`src/rtl/serial_pattern_gen.sv`:
```
// serial_pattern_gen: MSB-first serial pattern transmitter with repeat count
// and idle gap cycles between frames. Outputs decode from registered state.
// Optional build macro SPG_PARITY_EN appends an even-parity bit to every frame.
//
// state   | meaning
// --------+----------------------------------------------------------
// S_IDLE  | waiting for start; pattern and repeat count captured on start
// S_SHIFT | driving pattern (or parity) bits on sout
// S_GAP   | idle cycles between consecutive frames
// S_DONE  | one-cycle done pulse, then back to idle
module serial_pattern_gen #(
    parameter int PAT_W = 4,
    parameter int CNT_W = 4,
    parameter int GAP   = 1
) (
    input  logic             clk,
    input  logic             rst,
    input  logic             start,
    input  logic [PAT_W-1:0] pattern,
    input  logic [CNT_W-1:0] repeat_cnt,
    output logic             sout,
    output logic             sout_valid,
    output logic             busy,
    output logic             done
);

    typedef enum logic [3:0] {
        S_IDLE  = 4'b0001,
        S_SHIFT = 4'b0010,
        S_GAP   = 4'b0100,
        S_DONE  = 4'b1000
    } state_t;

    localparam int BI_W  = (PAT_W > 1) ? $clog2(PAT_W) : 1;
    localparam int GAP_W = (GAP > 1) ? $clog2(GAP) : 1;
    localparam logic [BI_W-1:0]  BIT_LOAD = BI_W'(PAT_W - 1);
    // Gap counter counts down to zero, so it is loaded with GAP-1.
    localparam logic [GAP_W-1:0] GAP_LOAD = GAP_W'((GAP > 0) ? GAP - 1 : 0);

    state_t             state_q, state_d;
    logic [PAT_W-1:0]   shift_q, shift_d;
    logic [PAT_W-1:0]   pat_hold_q, pat_hold_d;
    logic [CNT_W-1:0]   rep_left_q, rep_left_d;
    logic [BI_W-1:0]    bit_idx_q, bit_idx_d;
    logic [GAP_W-1:0]   gap_q, gap_d;
    logic               frame_end;
`ifdef SPG_PARITY_EN
    logic               par_q, par_d;
`endif

    // State and datapath registers, cleared asynchronously
    always_ff @(posedge clk or posedge rst) begin
        if (rst) begin
            state_q    <= S_IDLE;
            shift_q    <= '0;
            pat_hold_q <= '0;
            rep_left_q <= '0;
            bit_idx_q  <= '0;
            gap_q      <= '0;
`ifdef SPG_PARITY_EN
            par_q      <= 1'b0;
`endif
        end else begin
            state_q    <= state_d;
            shift_q    <= shift_d;
            pat_hold_q <= pat_hold_d;
            rep_left_q <= rep_left_d;
            bit_idx_q  <= bit_idx_d;
            gap_q      <= gap_d;
`ifdef SPG_PARITY_EN
            par_q      <= par_d;
`endif
        end
    end

    // Next-state and datapath update
    always_comb begin
        state_d    = state_q;
        shift_d    = shift_q;
        pat_hold_d = pat_hold_q;
        rep_left_d = rep_left_q;
        bit_idx_d  = bit_idx_q;
        gap_d      = gap_q;
        frame_end  = 1'b0;
`ifdef SPG_PARITY_EN
        par_d      = par_q;
`endif
        case (state_q)
            S_IDLE: begin
                if (start) begin
                    pat_hold_d = pattern;
                    shift_d    = pattern;
                    rep_left_d = (repeat_cnt == '0) ? CNT_W'(1) : repeat_cnt;
                    bit_idx_d  = BIT_LOAD;
                    state_d    = S_SHIFT;
                end
            end
            S_SHIFT: begin
                shift_d   = shift_q << 1;
                bit_idx_d = bit_idx_q - 1'b1;
`ifdef SPG_PARITY_EN
                // Last pattern bit is followed by one parity cycle.
                if (par_q) begin
                    par_d     = 1'b0;
                    frame_end = 1'b1;
                end else if (bit_idx_q == '0) begin
                    par_d     = 1'b1;
                    bit_idx_d = bit_idx_q;
                end
`else
                if (bit_idx_q == '0) frame_end = 1'b1;
`endif
                if (frame_end) begin
                    bit_idx_d = BIT_LOAD;
                    shift_d   = pat_hold_q;
                    if (rep_left_q == CNT_W'(1)) begin
                        state_d = S_DONE;
                    end else begin
                        rep_left_d = rep_left_q - 1'b1;
                        if (GAP > 0) begin
                            state_d = S_GAP;
                            gap_d   = GAP_LOAD;
                        end
                    end
                end
            end
            S_GAP: begin
                if (gap_q == '0) state_d = S_SHIFT;
                else             gap_d   = gap_q - 1'b1;
            end
            S_DONE:  state_d = S_IDLE;
            default: state_d = S_IDLE;
        endcase
    end

    // Moore output decode
    always_comb begin
        sout_valid = (state_q == S_SHIFT);
        busy       = (state_q == S_SHIFT) || (state_q == S_GAP);
        done       = (state_q == S_DONE);
`ifdef SPG_PARITY_EN
        sout       = sout_valid && (par_q ? (^pat_hold_q) : shift_q[PAT_W-1]);
`else
        sout       = sout_valid && shift_q[PAT_W-1];
`endif
    end

endmodule

```
`config.mk`:
```
export PLATFORM = sky130hd
export DESIGN_NAME = serial_pattern_gen
export DESIGN_NICKNAME = d
export VERILOG_FILES = /design/src/rtl/serial_pattern_gen.sv
export SDC_FILE = /design/constraint.sdc
export NUM_CORES = 1
export LEC_CHECK = 0
export CAP_MARGIN = 20
export CORE_ASPECT_RATIO = 0.75
export CORE_MARGIN = 1
export CORE_UTILIZATION = 30
export DETAILED_ROUTE_END_ITERATION = 10
export PLACE_DENSITY = 0.54
export SLEW_MARGIN = 20
export SYNTH_ARGS = -nofsm -noshare
export SYNTH_HDL_FRONTEND = slang
export SYNTH_SLANG_ARGS = --single-unit
```
`constraint.sdc`:
```
create_clock -name clk -period 1.4 [get_ports clk]
set_input_delay 0.21 -clock clk [delete_from_list [all_inputs] [get_ports clk]]
set_output_delay 0.21 -clock clk [all_outputs]
set_load 0.005 [all_outputs]
```
### Word level (Yosys, flattened, before mapping)

Index checks and enable logic that the tools add are counted.

* mux-type cells: 22
* reduce and logical (&&, ||, !) cells: 11
* equality and inequality tests: 9
* $add $sub $neg: 3

Operator list (count)
* 4-bit 2-to-1 mux: 10
* 4-bit case mux with 2 select lines: 2
* 4-bit case mux with 3 select lines: 1
* 4-bit by 1-bit == test with 1-bit output, second input constant: 2
* 2-bit != test, second input constant: 3
* 3-bit AND reduction: 2
* 1-bit 2-to-1 mux: 5
* 4-bit by 2-bit == test with 1-bit output, second input constant: 1
* 4-bit by 3-bit == test with 1-bit output, second input constant: 1
* 4-bit == test, second input constant: 1
* 4-bit zero test: 1
* 2-bit 2-to-1 mux: 2
* 2-bit case mux with 2 select lines: 1
* 2-bit AND reduction: 2
* 4-bit AND reduction: 1
* 2-bit nonzero test: 2
* 4-bit by 1-bit subtractor with 4-bit output, second input constant: 1
* 2-bit zero test: 1
* 2-bit by 1-bit != test with 1-bit output, second input constant: 1
* 1-bit case mux with 2 select lines: 1
* 2-bit by 1-bit subtractor with 2-bit output, second input constant: 1
* 1-bit logical AND: 1
* 1-bit logical OR: 1
* 1-bit subtractor, second input constant: 1

* word-level logic and storage cells: 51
* output and inout bits: 4
* bits of input ports: 11
* register bits: 19

### Longest topological paths before layout

* word-level depth: 5
* mapped depth: 7
* gate-level depth less buffers: 7

### Worst setup path before layout

Ideal clock, no wire load.

* path kind: register to register
* start point: register state_q[0]
* end point: register rep_left_q[2]
* period minus slack after synthesis: 1460 ps
* path slack: -60 ps
* data required time: 1277 ps
* path buffers: 0
* library setup time: 123 ps
* stages on the path, launching flop included: 7
* arrival: 1337 ps
* path through: dfstp_2 -> nor2_4 -> nand3b_4 -> clkinv_4 -> a41oi_2 -> a21oi_1 -> o221a_1

* longest elaborated chain between the ends: 3
* elaborated cells between the ends (all ways): 8
* classes of those cells: 5 x eq/ne; 1 x mux; 2 x reduce/logical

RTL lines
* from (decl): RTL line 40 `state_t state_q, state_d;`
* from (signal assigned): RTL line 64 `state_q <= state_d;`
* 4-bit by 2-bit == test with 1-bit output (*)
* via sout_valid: RTL line 22 `output logic sout_valid,`
* 2-bit != test (no line), or another cell as far along
* 4-bit AND reduction (no line)
* to (signal assigned): RTL line 67 `rep_left_q <= rep_left_d;`
* to (decl): RTL line 43 `logic [CNT_W-1:0] rep_left_q, rep_left_d;`

The timed path passes the listed nets; every way through them passes the cells marked *.
A chain may end at the register's enable or synchronous reset.

### Final worst setup path

* start point: register state_q[2]
* end point: register rep_left_q[3]

* longest elaborated chain between the ends: 3
* elaborated cells between the ends (all ways): 8
* classes of those cells: 5 x eq/ne; 1 x mux; 2 x reduce/logical

RTL lines
* 4-bit by 1-bit == test with 1-bit output / 4-bit by 2-bit == test with 1-bit output (equally long branches): RTL line 88 `case (state_q)`
* 2-bit != test (no line), or another cell as far along
* 4-bit AND reduction (no line)

Parallel ways exist; a longest one is shown, timed or not.

==> flow_metrics.env <==
export IMPL_grt_pass1_vias=910
export IMPL_setup_ws_ns=-0.211
export IMPL_cp_end_kind="flip-flop"
export IMPL_final_setup_tns_ns=-2.00
export IMPL_cts_clk_slew_worst_paths_ns=0.07
export IMPL_final_layout_size_suffix_gt1_share_pct=54.6
export IMPL_hp_class="input pin to asynchronous set/reset pin"
export IMPL_antenna_found_initial=0
export IMPL_syn_inst=97
export IMPL_powerDensity_nw_per_um2=1730
export IMPL_stdcell_area_um2=1680
export IMPL_r2r_cells=8
export IMPL_cts_htree_levels=1
export IMPL_vias=898
export IMPL_yosys_warnings=0
export IMPL_nFillCells=260
export IMPL_track_usage_pct=17.4
export IMPL_rows=17
export IMPL_arrival_ns=1.75
export IMPL_pin_count=15
export IMPL_synth_seq_cells=18
export IMPL_ys_types=35
export IMPL_core_um2=2980
export IMPL_cp_depth=8
export IMPL_r2r_end="rep_left_q[3]"
export IMPL_syn_num_nets=111
export IMPL_crit_chain="buf_6 > nor2_4 > nand3b_4 > clkinv_4 > buf_6 > nand4_4 > o211a_1 > a211o_1"
export IMPL_ir_worst_vdd_mv=0.918
export IMPL_critical_path_required_ns=1.54
export IMPL_critPathMaxFanout=5
export IMPL_drc=0
export IMPL_max_freq_mhz=621
export IMPL_die_w_um=67.1
export IMPL_ys_seq_area_share_pct=47.4
export IMPL_critPathMostFrequentCell="buf_6"
export IMPL_grt_start_max_net_pins=19
export IMPL_cts_tree="built"
export IMPL_antenna_left=0
export IMPL_place_area_um2=1330
export IMPL_relSlewSlack_pct=83.4
export IMPL_r2r_slack_ns=-0.21
export IMPL_status="finished, violations left"
export IMPL_worstSetupPathType="flip-flop to flip-flop"
export IMPL_timing_rr_start="state_q[2]"
export IMPL_hold_violations=0
export IMPL_critPathMaxStageDelay_ns=0.43
export IMPL_cts_buffer_depth=2
export IMPL_routabilityCongestion=0.706
export IMPL_rsz0062_at_grt="yes"
export IMPL_final_common_cell="buf_4"
export IMPL_numCtsBuffers=3
export IMPL_p_leak_nw=0.775
export IMPL_crit_buf_inv=3
export IMPL_diodes=0
export IMPL_finalCritPeriodShare_pct=115
export IMPL_area_growth_pct=76.4
export IMPL_place_hpwl_um=1570
export IMPL_syn_area_um2=953
export IMPL_firstDrtPassIters=4
export IMPL_worstMarginPinSlew_ns=0.250
export IMPL_dieHeight_um=50.8
export IMPL_critPathTopFamily="compound AO/OA/AOI/OAI gates"
export IMPL_overflow=0
export IMPL_viasPerCell=4.73
export IMPL_critPathLaunchType="flip-flop"
export IMPL_avgSynthCellArea_um2=9.83
export IMPL_failed_checks="negative setup slack"
export IMPL_maxCapViolations=0
export IMPL_finalClockSkew_ns=0.00468
export IMPL_grt_pass1_wl_um=4270
export IMPL_port_buffers=14
export IMPL_wl_per_cell_um=13.9
export IMPL_initial_core_util_pct=32.0
export IMPL_cts_root_buf="clkbuf_8"
export IMPL_setup_viol=18
export IMPL_worst_path_max_delay_cell="dfrtp_2"
export IMPL_die_area_um2=3410
export IMPL_nets=167
export IMPL_worstSkewPairLatency_ns=0.25
export IMPL_mostFrequentLayoutCells="buf_4, buf_6, dfrtp_1"
export IMPL_slew_viol_final=0
export IMPL_cts_sinks=18
export IMPL_wirelength_um=2650
export IMPL_min_period_ns=1.61
export IMPL_drt_first_iter_violations=33
final cells by class:
| class | instances | area [um^2] | share of cell area, % |
|---|---|---|---|
| clock buffers | 4 | 45.0 | 2.68 |
| flip-flops and latches | 18 | 455 | 27.1 |
| well taps | 38 | 47.5 | 2.83 |
| inverters | 9 | 41.3 | 2.46 |
| multi-input cells | 66 | 588 | 35.0 |
| repair buffers | 55 | 504 | 30.0 |
cells in the mapped netlist:
| master | instances | area share (%) |
|---|---|---|
| a31oi_1 | 1 | 0.66 |
| xnor2_1 | 1 | 0.92 |
| or2_1 | 1 | 0.66 |
| nand4_2 | 1 | 1.3 |
| nand3_1 | 4 | 2.1 |
| or3b_1 | 1 | 0.92 |
| dfrtp_1 | 17 | 45 |
| and2_1 | 1 | 0.66 |
| nor2_1 | 5 | 2.0 |
| inv_1 | 7 | 2.8 |
| inv_2 | 1 | 0.39 |
| o221a_1 | 1 | 1.2 |
| o211a_1 | 1 | 1.0 |
| nor3_1 | 6 | 3.1 |
| a41oi_2 | 1 | 1.7 |
| nor4_1 | 1 | 0.66 |
| o21ai_0 | 3 | 1.6 |
| a211o_1 | 1 | 0.92 |
| dfstp_2 | 1 | 2.8 |
| nand3b_1 | 1 | 0.79 |
| mux2i_1 | 3 | 3.1 |
| a21oi_1 | 4 | 2.1 |
| buf_2 | 4 | 2.1 |
| a221o_1 | 2 | 2.1 |
| nand3b_4 | 1 | 2.1 |
| nand4_1 | 1 | 0.66 |
| a32oi_1 | 1 | 0.92 |
| o211ai_1 | 2 | 1.6 |
| nand2b_1 | 2 | 1.3 |
| nand2_1 | 14 | 5.5 |
| nor2_4 | 1 | 1.2 |
| a211oi_1 | 1 | 0.79 |
| clkinv_4 | 1 | 0.92 |
| ha_1 | 3 | 3.9 |
| nor4b_1 | 1 | 0.92 |
sequential cells by signal (all words and copies together) (netlist names):
register    count
state_q         4
bit_idx_q       2
shift_q         4
pat_hold_q      4
rep_left_q      4
through the flow:
stage / util, % / power, mW / hold WS [ns] / cells / worst slack, ns
6_report: 56.5 / 2.90 / 0.278 / 190 / -0.211
5_1_grt: 56.5 / 3.10 / 0.305 / 190 / -0.270
4_1_cts: 53.3 / 2.76 / 0.288 / 188 / -0.234
3_5_place_dp: 44.7 / 2.06 / 0.458 / 171 / -0.192
3_3_place_gp: 44.7 / 2.04 / 0.455 / 171 / -0.151
2_1_floorplan: - / 1.54 / 0.148 / 97 / -0.0461
worst max path at each step:
| stage | endpoint | slack [ns] | startpoint |
|---|---|---|---|
| 6_report | rep_left_q[3] | -0.21 | state_q[2] |
| 5_1_grt | rep_left_q[3] | -0.27 | state_q[2] |
| 4_1_cts | sout | -0.23 | state_q[2] |
| 3_5_place_dp | rep_left_q[1] | -0.19 | start |
| 3_3_place_gp | done | -0.15 | state_q[1] |
| 2_1_floorplan | rep_left_q[2] | -0.05 | state_q[0] |
cell families (layout without fill, tap and decap cells):
logic type,Yosys count,in the layout,synth area share (%)
flip-flops,18,18,47.4
multiplexers,3,3,3.15
buffers and inverters,13,68,6.17
AO/OA/AOI/OAI,18,18,14.6
AND/OR/NAND/NOR,41,41,23.9
adder cells (fa/ha/maj),3,3,3.94
XOR/XNOR,1,1,0.919
metal layers:
layer	track usage (%)	part of all wire, %
met3	3.79	4.1
met2	28.7	48
met4	5.67	1.5
met1	22.5	46
met5	0	0
worst register-to-register path, delay by kind of cell, from the launching register on:
family / cells / cell delay [ns]
AOI/OAI and AO/OA: 2 / 0.45
buffers and inverters: 3 / 0.31
DFF: 1 / 0.43
and+or+nand+nor: 3 / 0.31
where the power goes:
| part | internal [mW] | switching (mW) |
|---|---|---|
| sequential | 0.749 | 0.141 |
| combinational | 0.884 | 0.752 |
| clock | 0.202 | 0.174 |
| total | 1.83 | 1.07 |
repair_timing:
item	4_1_cts	5_1_grt
pin swaps	13	13
setup endpoints to repair	19	22
hold buffers	0	0
setup buffers	14	5
cloned	1	0
resized for setup	46	26
Note: power is estimated with default switching activity, not from simulation.
